File: src/rtl/ifetch_pkg.sv
// Shared types and default widths for the instruction fetch stage.
package ifetch_pkg;

  localparam int ADDR_WIDTH_DEF = 32;
  localparam int DATA_WIDTH_DEF = 32;

  typedef enum logic [1:0] {
    IDLE,
    REQ,
    WAIT,
    HOLD
  } fetch_state_e;

  typedef struct packed {
    logic [ADDR_WIDTH_DEF-1:0] pc;
    logic [DATA_WIDTH_DEF-1:0] instr;
  } fetch_out_t;

endpackage

File: src/rtl/instruction_fetch_if.sv
// Fetch-stage bundle: PC handshake, instruction-memory bus and decode-side output.
// master = fetch stage, slave = surrounding PC / memory / decode.
interface instruction_fetch_if
  import ifetch_pkg::*;
#(
  parameter int ADDR_WIDTH = ADDR_WIDTH_DEF,
  parameter int DATA_WIDTH = DATA_WIDTH_DEF
) ();

  logic                  fetch_en_i;
  logic [ADDR_WIDTH-1:0] pc_i;
  logic                  pc_advance_o;
  logic                  flush_i;
  logic                  mem_req_o;
  logic [ADDR_WIDTH-1:0] mem_addr_o;
  logic                  mem_gnt_i;
  logic                  mem_rvalid_i;
  logic [DATA_WIDTH-1:0] mem_rdata_i;
  logic                  out_valid_o;
  logic                  out_ready_i;
  logic [DATA_WIDTH-1:0] out_instr_o;
  logic [ADDR_WIDTH-1:0] out_pc_o;
  logic [31:0]           stall_cycles_o;

  modport master (
    input  fetch_en_i, pc_i, flush_i, mem_gnt_i, mem_rvalid_i, mem_rdata_i, out_ready_i,
    output pc_advance_o, mem_req_o, mem_addr_o, out_valid_o, out_instr_o, out_pc_o,
           stall_cycles_o
  );

  modport slave (
    output fetch_en_i, pc_i, flush_i, mem_gnt_i, mem_rvalid_i, mem_rdata_i, out_ready_i,
    input  pc_advance_o, mem_req_o, mem_addr_o, out_valid_o, out_instr_o, out_pc_o,
           stall_cycles_o
  );

endinterface

File: src/rtl/ifetch_out_reg.sv
// One-entry valid/ready register holding the {pc, instr} pair presented to decode.
module ifetch_out_reg #(
  parameter int ADDR_WIDTH = 32,
  parameter int DATA_WIDTH = 32
) (
  input  logic                  clk_i,
  input  logic                  rst_i,
  input  logic                  load_i,
  input  logic                  flush_i,
  input  logic                  ready_i,
  input  logic [ADDR_WIDTH-1:0] pc_i,
  input  logic [DATA_WIDTH-1:0] instr_i,
  output logic                  valid_o,
  output logic [ADDR_WIDTH-1:0] pc_o,
  output logic [DATA_WIDTH-1:0] instr_o
);

  // Flush wins over a load; payload is only rewritten on a load so it stays stable while stalled.
  always_ff @(posedge clk_i or posedge rst_i) begin
    if (rst_i) begin
      valid_o <= 1'b0;
      pc_o    <= '0;
      instr_o <= '0;
    end else if (flush_i) begin
      valid_o <= 1'b0;
    end else if (load_i) begin
      valid_o <= 1'b1;
      pc_o    <= pc_i;
      instr_o <= instr_i;
    end else if (valid_o && ready_i) begin
      valid_o <= 1'b0;
    end
  end

endmodule

File: src/rtl/instruction_fetch.sv
// Fetch stage: single-outstanding req/gnt/rvalid reads, flush-aware response dropping.
// Optional stall counter enabled by defining IFETCH_PERF_CNT_EN.
module instruction_fetch
  import ifetch_pkg::*;
#(
  parameter int ADDR_WIDTH = ADDR_WIDTH_DEF,
  parameter int DATA_WIDTH = DATA_WIDTH_DEF
) (
  input logic                 clk_i,
  input logic                 rst_i,
  instruction_fetch_if.master bus
);

  fetch_state_e          state_q;
  logic                  drop_q;
  logic                  req_q;
  logic [ADDR_WIDTH-1:0] addr_q;

  logic                  load;
  logic                  reg_free_next;
  logic                  start_ok;
  logic                  out_valid;
  logic [ADDR_WIDTH-1:0] out_pc;
  logic [DATA_WIDTH-1:0] out_instr;

  assign bus.pc_advance_o = (state_q == REQ) && bus.mem_gnt_i && !drop_q && !bus.flush_i;

  assign load = (state_q == WAIT) && bus.mem_rvalid_i && !drop_q && !bus.flush_i;

  // A new request is only issued once the output register is guaranteed empty,
  // so a returning response can never overwrite an unconsumed instruction.
  assign reg_free_next = !load && (!out_valid || bus.out_ready_i || bus.flush_i);

  // During a flush pc_i still shows the old PC; the target is captured a cycle later.
  assign start_ok = bus.fetch_en_i && !bus.flush_i;

  always_ff @(posedge clk_i or posedge rst_i) begin
    if (rst_i) begin
      state_q <= IDLE;
      drop_q  <= 1'b0;
      req_q   <= 1'b0;
      addr_q  <= '0;
    end else begin
      case (state_q)
        IDLE: begin
          if (start_ok) begin
            addr_q  <= bus.pc_i;
            req_q   <= 1'b1;
            state_q <= REQ;
          end
        end
        REQ: begin
          if (bus.flush_i) drop_q <= 1'b1;
          if (bus.mem_gnt_i) begin
            req_q   <= 1'b0;
            state_q <= WAIT;
          end
        end
        WAIT: begin
          if (bus.mem_rvalid_i) begin
            drop_q <= 1'b0;
            if (reg_free_next) begin
              if (start_ok) begin
                addr_q  <= bus.pc_i;
                req_q   <= 1'b1;
                state_q <= REQ;
              end else begin
                state_q <= IDLE;
              end
            end else begin
              state_q <= HOLD;
            end
          end else if (bus.flush_i) begin
            drop_q <= 1'b1;
          end
        end
        HOLD: begin
          if (reg_free_next) begin
            if (start_ok) begin
              addr_q  <= bus.pc_i;
              req_q   <= 1'b1;
              state_q <= REQ;
            end else begin
              state_q <= IDLE;
            end
          end
        end
        default: state_q <= IDLE;
      endcase
    end
  end

  assign bus.mem_req_o  = req_q;
  assign bus.mem_addr_o = addr_q;

  ifetch_out_reg #(
    .ADDR_WIDTH(ADDR_WIDTH),
    .DATA_WIDTH(DATA_WIDTH)
  ) u_out_reg (
    .clk_i   (clk_i),
    .rst_i   (rst_i),
    .load_i  (load),
    .flush_i (bus.flush_i),
    .ready_i (bus.out_ready_i),
    .pc_i    (addr_q),
    .instr_i (bus.mem_rdata_i),
    .valid_o (out_valid),
    .pc_o    (out_pc),
    .instr_o (out_instr)
  );

  assign bus.out_valid_o = out_valid;
  assign bus.out_pc_o    = out_pc;
  assign bus.out_instr_o = out_instr;

`ifdef IFETCH_PERF_CNT_EN
  logic [31:0] stall_q;
  logic        stall_evt;

  assign stall_evt = ((state_q == REQ) && !bus.mem_gnt_i) ||
                     ((state_q == WAIT) && !bus.mem_rvalid_i);

  // Saturating count of cycles spent waiting on the memory.
  always_ff @(posedge clk_i or posedge rst_i) begin
    if (rst_i) begin
      stall_q <= '0;
    end else if (stall_evt && (stall_q != '1)) begin
      stall_q <= stall_q + 32'd1;
    end
  end

  assign bus.stall_cycles_o = stall_q;
`else
  assign bus.stall_cycles_o = '0;
`endif

endmodule
File: src/flat_wrapper.sv
// flat-port wrapper written by rule: the top's interface ports become plain ports
module instruction_fetch_flat import ifetch_pkg::*;
#(
  parameter int ADDR_WIDTH = ADDR_WIDTH_DEF,
  parameter int DATA_WIDTH = DATA_WIDTH_DEF
)
  (clk_i, rst_i, bus_fetch_en_i, bus_pc_i, bus_flush_i, bus_mem_gnt_i, bus_mem_rvalid_i, bus_mem_rdata_i, bus_out_ready_i, bus_pc_advance_o, bus_mem_req_o, bus_mem_addr_o, bus_out_valid_o, bus_out_instr_o, bus_out_pc_o, bus_stall_cycles_o);
  instruction_fetch_if #(.ADDR_WIDTH(ADDR_WIDTH), .DATA_WIDTH(DATA_WIDTH)) bus_i ();
  input logic clk_i;
  input logic rst_i;
  input wire logic [$bits(bus_i.fetch_en_i)-1:0] bus_fetch_en_i;
  input wire logic [$bits(bus_i.pc_i)-1:0] bus_pc_i;
  input wire logic [$bits(bus_i.flush_i)-1:0] bus_flush_i;
  input wire logic [$bits(bus_i.mem_gnt_i)-1:0] bus_mem_gnt_i;
  input wire logic [$bits(bus_i.mem_rvalid_i)-1:0] bus_mem_rvalid_i;
  input wire logic [$bits(bus_i.mem_rdata_i)-1:0] bus_mem_rdata_i;
  input wire logic [$bits(bus_i.out_ready_i)-1:0] bus_out_ready_i;
  output wire logic [$bits(bus_i.pc_advance_o)-1:0] bus_pc_advance_o;
  output wire logic [$bits(bus_i.mem_req_o)-1:0] bus_mem_req_o;
  output wire logic [$bits(bus_i.mem_addr_o)-1:0] bus_mem_addr_o;
  output wire logic [$bits(bus_i.out_valid_o)-1:0] bus_out_valid_o;
  output wire logic [$bits(bus_i.out_instr_o)-1:0] bus_out_instr_o;
  output wire logic [$bits(bus_i.out_pc_o)-1:0] bus_out_pc_o;
  output wire logic [$bits(bus_i.stall_cycles_o)-1:0] bus_stall_cycles_o;
  assign bus_i.fetch_en_i = bus_fetch_en_i;
  assign bus_i.pc_i = bus_pc_i;
  assign bus_i.flush_i = bus_flush_i;
  assign bus_i.mem_gnt_i = bus_mem_gnt_i;
  assign bus_i.mem_rvalid_i = bus_mem_rvalid_i;
  assign bus_i.mem_rdata_i = bus_mem_rdata_i;
  assign bus_i.out_ready_i = bus_out_ready_i;
  assign bus_pc_advance_o = bus_i.pc_advance_o;
  assign bus_mem_req_o = bus_i.mem_req_o;
  assign bus_mem_addr_o = bus_i.mem_addr_o;
  assign bus_out_valid_o = bus_i.out_valid_o;
  assign bus_out_instr_o = bus_i.out_instr_o;
  assign bus_out_pc_o = bus_i.out_pc_o;
  assign bus_stall_cycles_o = bus_i.stall_cycles_o;
  instruction_fetch #(.ADDR_WIDTH(ADDR_WIDTH), .DATA_WIDTH(DATA_WIDTH)) u_core (.clk_i(clk_i), .rst_i(rst_i), .bus(bus_i));
endmodule
File: config.mk
export PLATFORM = sky130hd
export DESIGN_NAME = instruction_fetch_flat
export DESIGN_NICKNAME = d
export VERILOG_FILES = /design/src/rtl/ifetch_pkg.sv /design/src/rtl/instruction_fetch_if.sv /design/src/rtl/ifetch_out_reg.sv /design/src/rtl/instruction_fetch.sv /design/src/flat_wrapper.sv
export SDC_FILE = /design/constraint.sdc
export NUM_CORES = 1
export LEC_CHECK = 0
export CAP_MARGIN = 30
export CORE_MARGIN = 2
export CORE_UTILIZATION = 42
export CTS_BUF_LIST = sky130_fd_sc_hd__clkbuf_16
export DETAILED_ROUTE_END_ITERATION = 10
export PLACE_DENSITY = 0.85
export SYNTH_ARGS = -nofsm -noshare
export SYNTH_HDL_FRONTEND = slang
export SYNTH_SLANG_ARGS = --single-unit
File: constraint.sdc
create_clock -name clk_i -period 4.23 [get_ports clk_i]
set_input_delay 1.269 -clock clk_i [delete_from_list [all_inputs] [get_ports clk_i]]
set_output_delay 1.269 -clock clk_i [all_outputs]
set_load 0.005 [all_outputs]
======== Yosys cells after proc, flatten, opt, wreduce, memory -nomap -nowiden ========
Cells that the tools add are included.
cells by class
  shifts and indexed selects .............. 0
  reductions and logical operators ........ 23
  $add $sub $neg .......................... 0
  div/mod/pow operators ................... 0
  order comparisons ....................... 0
  bitwise logic cells ..................... 1
  multipliers ............................. 0
  multiplexer cells ....................... 22
  eq/ne operators ......................... 7
operators with widths
  cell                                                              number
  32-bit two-way mux                                                3
  32-bit case mux with 3 select lines                               1
  1-bit two-way mux                                                 10
  2-bit two-way mux                                                 5
  1-bit logical AND                                                 9
  2-bit case mux with 4 select lines                                1
  2-bit AND reduction                                               3
  3-bit nonzero test                                                2
  2-bit == test (second input constant)                             2
  1-bit zero test                                                   4
  2-bit by 1-bit != test with 1-bit output (second input constant)  2
  2-bit != test (second input constant)                             2
  1-bit case mux with 4 select lines                                1
  4-bit AND reduction                                               1
  2-bit by 1-bit == test with 1-bit output (second input constant)  1
  2-bit zero test                                                   1
  1-bit logical OR                                                  2
  1-bit case mux with 2 select lines                                1
  2-bit nonzero test                                                1
  1-bit inverter                                                    1
storage, ports and cells
  bits in latches ......................... 0
  memory bits (read-only) ................. 0
  memories ................................ 0
  flip-flop bits (word level) ............. 101
  bits in writable memories ............... 0
  output and inout bits ................... 131

======== Logic depth before layout (Yosys ltp) ========
  depth after elaboration ................. 9
  gate-level depth with buffers ........... 7
  gate-level depth less buffers ........... 6

======== Modules after synthesis ========
From an unflattened synthesis, not the netlist that was laid out.
unflattened totals
  cell total of the unflattened synthesis .. 283
  area total of the unflattened synthesis .. 4,653.2 sq um
by module, submodules not included
  module             sequential area each (sq um)  area an instance (sq um)  instances  cells each
  ifetch_out_reg     1,626.6                       2,745.1                   1          141
  instruction_fetch  900.9                         1,908.1                   1          142

======== Worst setup path after synthesis ========
Ideal clock, no wire load.
  kind .................................... input to output
  start ................................... in bus_mem_gnt_i
  end ..................................... out bus_pc_advance_o
  data arrival time ....................... 1.468 ns
  slack ................................... 1.493 ns
  stages on the path ...................... 2
  path buffers ............................ 0
  path through ............................ nand2_1 -> nor3_1
on the way
  longest elaborated chain between the ends .. 3
RTL lines
  what                            line                     text
  start, declared                 flat_wrapper.sv:14       input wire logic [$bits(bus_i.mem_gnt_i)-1:0] bus_mem_gnt_i;
  1-bit logical AND (3 in a row)  instruction_fetch.sv:26  assign bus.pc_advance_o = (state_q == REQ) && bus.mem_gnt_i && !drop_q && !bus.flush_i;
  end, declared                   flat_wrapper.sv:18       output wire logic [$bits(bus_i.pc_advance_o)-1:0] bus_pc_advance_o;
No other way between the ends.

======== Worst setup path after layout ========
Ends and elaborated chain as after synthesis.

==> out/summary.log <==
qor: placed_design.port-buffer-count 169
qor: logic_synthesis.yosysMostFrequentCell sky130_fd_sc_hd__dfrtp_1
qor: detailed_routing.drtAntennaViolNets 0
qor: sta.max_freq 261.8 MHz
qor: setup_path.timing.rr.end u_core.bus.mem_addr_o[21]
qor: power_and_ir_drop.totalPowerFinal 4208 uW
qor: setup_path.worst-path-stages 4
qor: detailed_routing.totalWireLength 10.41 mm
qor: detailed_routing.routed_wire_length_per_instance 17.53 um
qor: placed_design.place_hpwl 7.554 mm
qor: logic_synthesis.synth_warnings 0
qor: cts.cts_tree done
qor: cells_and_area.drive_above_1_share 25.11%
qor: power_and_ir_drop.power_leakage 0.002948 uW
qor: sta.setup-tns-final 0 ns
qor: global_route.grt_max_degree 64
qor: placed_design.numPlacedInstances 579
qor: run.maxCapViolCount 0
qor: setup_path.timing.rr.start u_core.state_q[0]
qor: logic_synthesis.syn-mean-instance-area 16.62 um^2
qor: global_route.grt_overflow 0
qor: setup_path.cp_cell_sequence clkdlybuf4s50_1, nand2_1, nor3_1, clkdlybuf4s50_1
qor: logic_synthesis.post_synth_inst_count 277
qor: logic_synthesis.synth_top_cell_by_area sky130_fd_sc_hd__dfrtp_1
qor: setup_path.worst_setup_path_start_kind input pin
qor: setup_path.crit_path_top_delay_cell sky130_fd_sc_hd__clkdlybuf4s50_1
qor: global_route.vias_in_the_first_global_route 2,869
qor: logic_synthesis.synth-seq-cells 101
qor: floorplanning.floorplan.die.height 108.7 um
qor: setup_path.worstSetupEndpointType output port
qor: detailed_routing.initial_drc_count 98
qor: placed_design.placed_cell_area 0.006269 mm^2
qor: cts.post-cts-setup-buffers 0
qor: logic_synthesis.synth_top_flop_cell sky130_fd_sc_hd__dfrtp_1
qor: floorplanning.fp.dieArea 0.01181 mm^2
qor: setup_path.worst_path_dominant_cell_family buffers and inverters
qor: logic_synthesis.synth_top_area_share 54.91%
qor: cells_and_area.finalNetCount 525
qor: run_status.run_status finished, final reports clean
qor: cts.cts_htree_levels 3
qor: cts.clk_pin_slew_worst_paths 0.07 ns
qor: cts.cts-buffers-inserted 9
qor: cells_and_area.num-fill-cells 833
qor: detailed_routing.drc 0
qor: sta.finalSetupViolations 0
qor: floorplanning.num_rows 38
qor: global_route.wire_length_of_the_first_global_routing_pass 15.87 mm
qor: sta.finalCritPeriodShare 90.30%
qor: worst_hold_path.hold_class flip-flop to flip-flop
qor: cts.cts-hold-fix-buffers 0
qor: cells_and_area.final_util 61.03%
qor: worst_hold_path.hold-path-endpoint u_core.u_out_reg.pc_o[16]
qor: setup_path.critical_path_required 2.96 ns
qor: detailed_routing.vias 2,787
qor: global_route.groute.usage.overall 17.65%
qor: sta.slew-limit-headroom 46.63%
qor: logic_synthesis.ys_top_cells_by_area sky130_fd_sc_hd__dfrtp_1, sky130_fd_sc_hd__mux2_4, sky130_fd_sc_hd__buf_4
qor: setup_path.cpPeakStageDelay 0.55 ns
qor: power_and_ir_drop.power.density_cell_area 641.7 mW/mm^2
qor: floorplanning.die-width 108.7 um
qor: cts.clock_latency 0.34 ns
qor: cts.postCtsResizedCells 0
qor: logic_synthesis.asyncSetResetFlopFracSynth 100.0%
qor: detailed_routing.viasPerCell 4.692
qor: setup_path.arrival 2.55 ns
qor: setup_path.critPathMaxFanout 3
qor: power_and_ir_drop.vdd.ir_drop.worst 336.7 uV
qor: setup_path.ff2ff_path_depth 6
qor: setup_path.regToRegSetupSlack 2.01 ns
qor: cells_and_area.final_cell_count_no_fill 594
qor: floorplanning.coreArea 0.01075 mm^2
qor: global_route.antenna_violations_before_repair 0
qor: detailed_routing.firstDrtPassIters 4
qor: cts.cts_max_path_buffers 2
qor: placed_design.finalWeightedCongestion 0.8014
qor: logic_synthesis.post_synth_num_cell_types 28
qor: worst_hold_path.hold_crit_depth 1
qor: sta.fin_crit 3.820 ns
qor: logic_synthesis.synth-seq-area-share 54.91%
qor: worst_hold_path.timing.hold.worst.start u_core.u_out_reg.pc_o[16]
qor: sta.hold_viol 0
qor: cells_and_area.antenna-diode-count 0
qor: cts.clock_sink_count 101
qor: logic_synthesis.post_synth_most_frequent_cells sky130_fd_sc_hd__dfrtp_1, sky130_fd_sc_hd__mux2_4, sky130_fd_sc_hd__buf_4
qor: sta.slew_violations 0
qor: cts.clockRootBuffer sky130_fd_sc_hd__clkbuf_16
qor: setup_path.path_buf_inv 2
qor: sta.worst_clock_skew 0.008626 ns
qor: logic_synthesis.post_synthesis_instance_area 0.004603 mm^2
qor: sta.tightestPinTransition 0.8005 ns
qor: cells_and_area.final_design_area_no_fill 0.006558 mm^2
qor: cells_and_area.synthToLayoutAreaGrowth 42.46%
qor: floorplanning.boundaryPins 202
qor: logic_synthesis.edff_count_synth 0
qor: setup_path.cp_common_cell sky130_fd_sc_hd__clkdlybuf4s50_1
qor: sta.rsz_0062_raised_after_global_routing false
qor: floorplanning.initial_utilization 42.84%
qor: setup_path.worstSetupPathType input pin to output port
==> metrics by stage <==
step           setup slack (ns)  hold WS (ns)
2_1_floorplan            0.3139        0.4828
3_3_place_gp             0.4834        0.4662
3_5_place_dp             0.3951        0.4782
4_1_cts                  0.3911        0.4957
5_1_grt                  0.3431        0.5040
6_report                 0.4101        0.4921
==> per-layer routing <==
layer  GRT usage [%]  vias to the layer above  wire length, um
met5               0                        -                0
met4           7.509                        0              207
met3           4.722                       15              972
met2           29.64                      154             4960
met1           21.46                     1381             4272
li1                -                     1237                -
==> placed cells by master (no fill, tap or decap), types with 2 or more instances in the layout <==
master                            count
sky130_fd_sc_hd__clkdlybuf4s50_1    169
sky130_fd_sc_hd__buf_12               2
sky130_fd_sc_hd__nor3b_1              2
sky130_fd_sc_hd__a2bb2oi_1            2
sky130_fd_sc_hd__a21oi_1              4
sky130_fd_sc_hd__mux2_1               6
sky130_fd_sc_hd__buf_4                2
sky130_fd_sc_hd__conb_1              32
sky130_fd_sc_hd__mux2_4              90
sky130_fd_sc_hd__clkbuf_16            9
sky130_fd_sc_hd__dfrtp_1            101
sky130_fd_sc_hd__inv_1                4
sky130_fd_sc_hd__ha_1                 4
sky130_fd_sc_hd__nand2b_1             2
sky130_fd_sc_hd__nor2_1               4
==> sequential cells by signal, summed over array words and instances (netlist names) <==
register / cells
u_core.u_out_reg.pc_o: 32
u_core.u_out_reg.valid_o: 1
u_core.bus.mem_req_o: 1
u_core.drop_q: 1
u_core.bus.mem_addr_o: 32
u_core.state_q: 2
u_core.u_out_reg.instr_o: 32
==> how the worst max path moves through the flow <==
stage / start / endpoint / slack (ns)
after global routing: bus_mem_gnt_i / bus_pc_advance_o / 0.34
after global placement: bus_mem_gnt_i / bus_pc_advance_o / 0.48
after CTS: bus_mem_gnt_i / bus_pc_advance_o / 0.39
final: bus_mem_gnt_i / bus_pc_advance_o / 0.41
after floorplan: rst_i / u_core.bus.mem_addr_o[0] / 0.31
after detailed placement: bus_mem_gnt_i / bus_pc_advance_o / 0.40
==> cell type report <==
class	instances	area (um^2)	area share [%]
clock inverters	6	63.81	0.9731
well taps	140	175.2	2.671
clock buffers	9	225.2	3.434
inverters	5	21.27	0.3244
flip-flops and latches	101	2527	38.54
repair buffers	173	1747	26.64
multi-input cells	160	1798	27.42
==> cells by family after synthesis <==
kind of cell	synth area share [%]
and+or+nand+nor	2.392
DFF	54.91
buffers and inverters	8.644
adders and majority gates	1.087
muxes	30.82
other	0.08147
AOI/OAI and AO/OA	2.066
==> power breakdown <==
| group | leakage (uW) | total (uW) | switching [uW] | internal (uW) |
|---|---|---|---|---|
| combinational | 0.00152 | 1750 | 500 | 1250 |
| sequential | 0.00129 | 1660 | 298 | 1360 |
| clock | 0.000139 | 801 | 346 | 455 |
| total | 0.00295 | 4210 | 1140 | 3060 |
(Power assumes the default switching activity.)
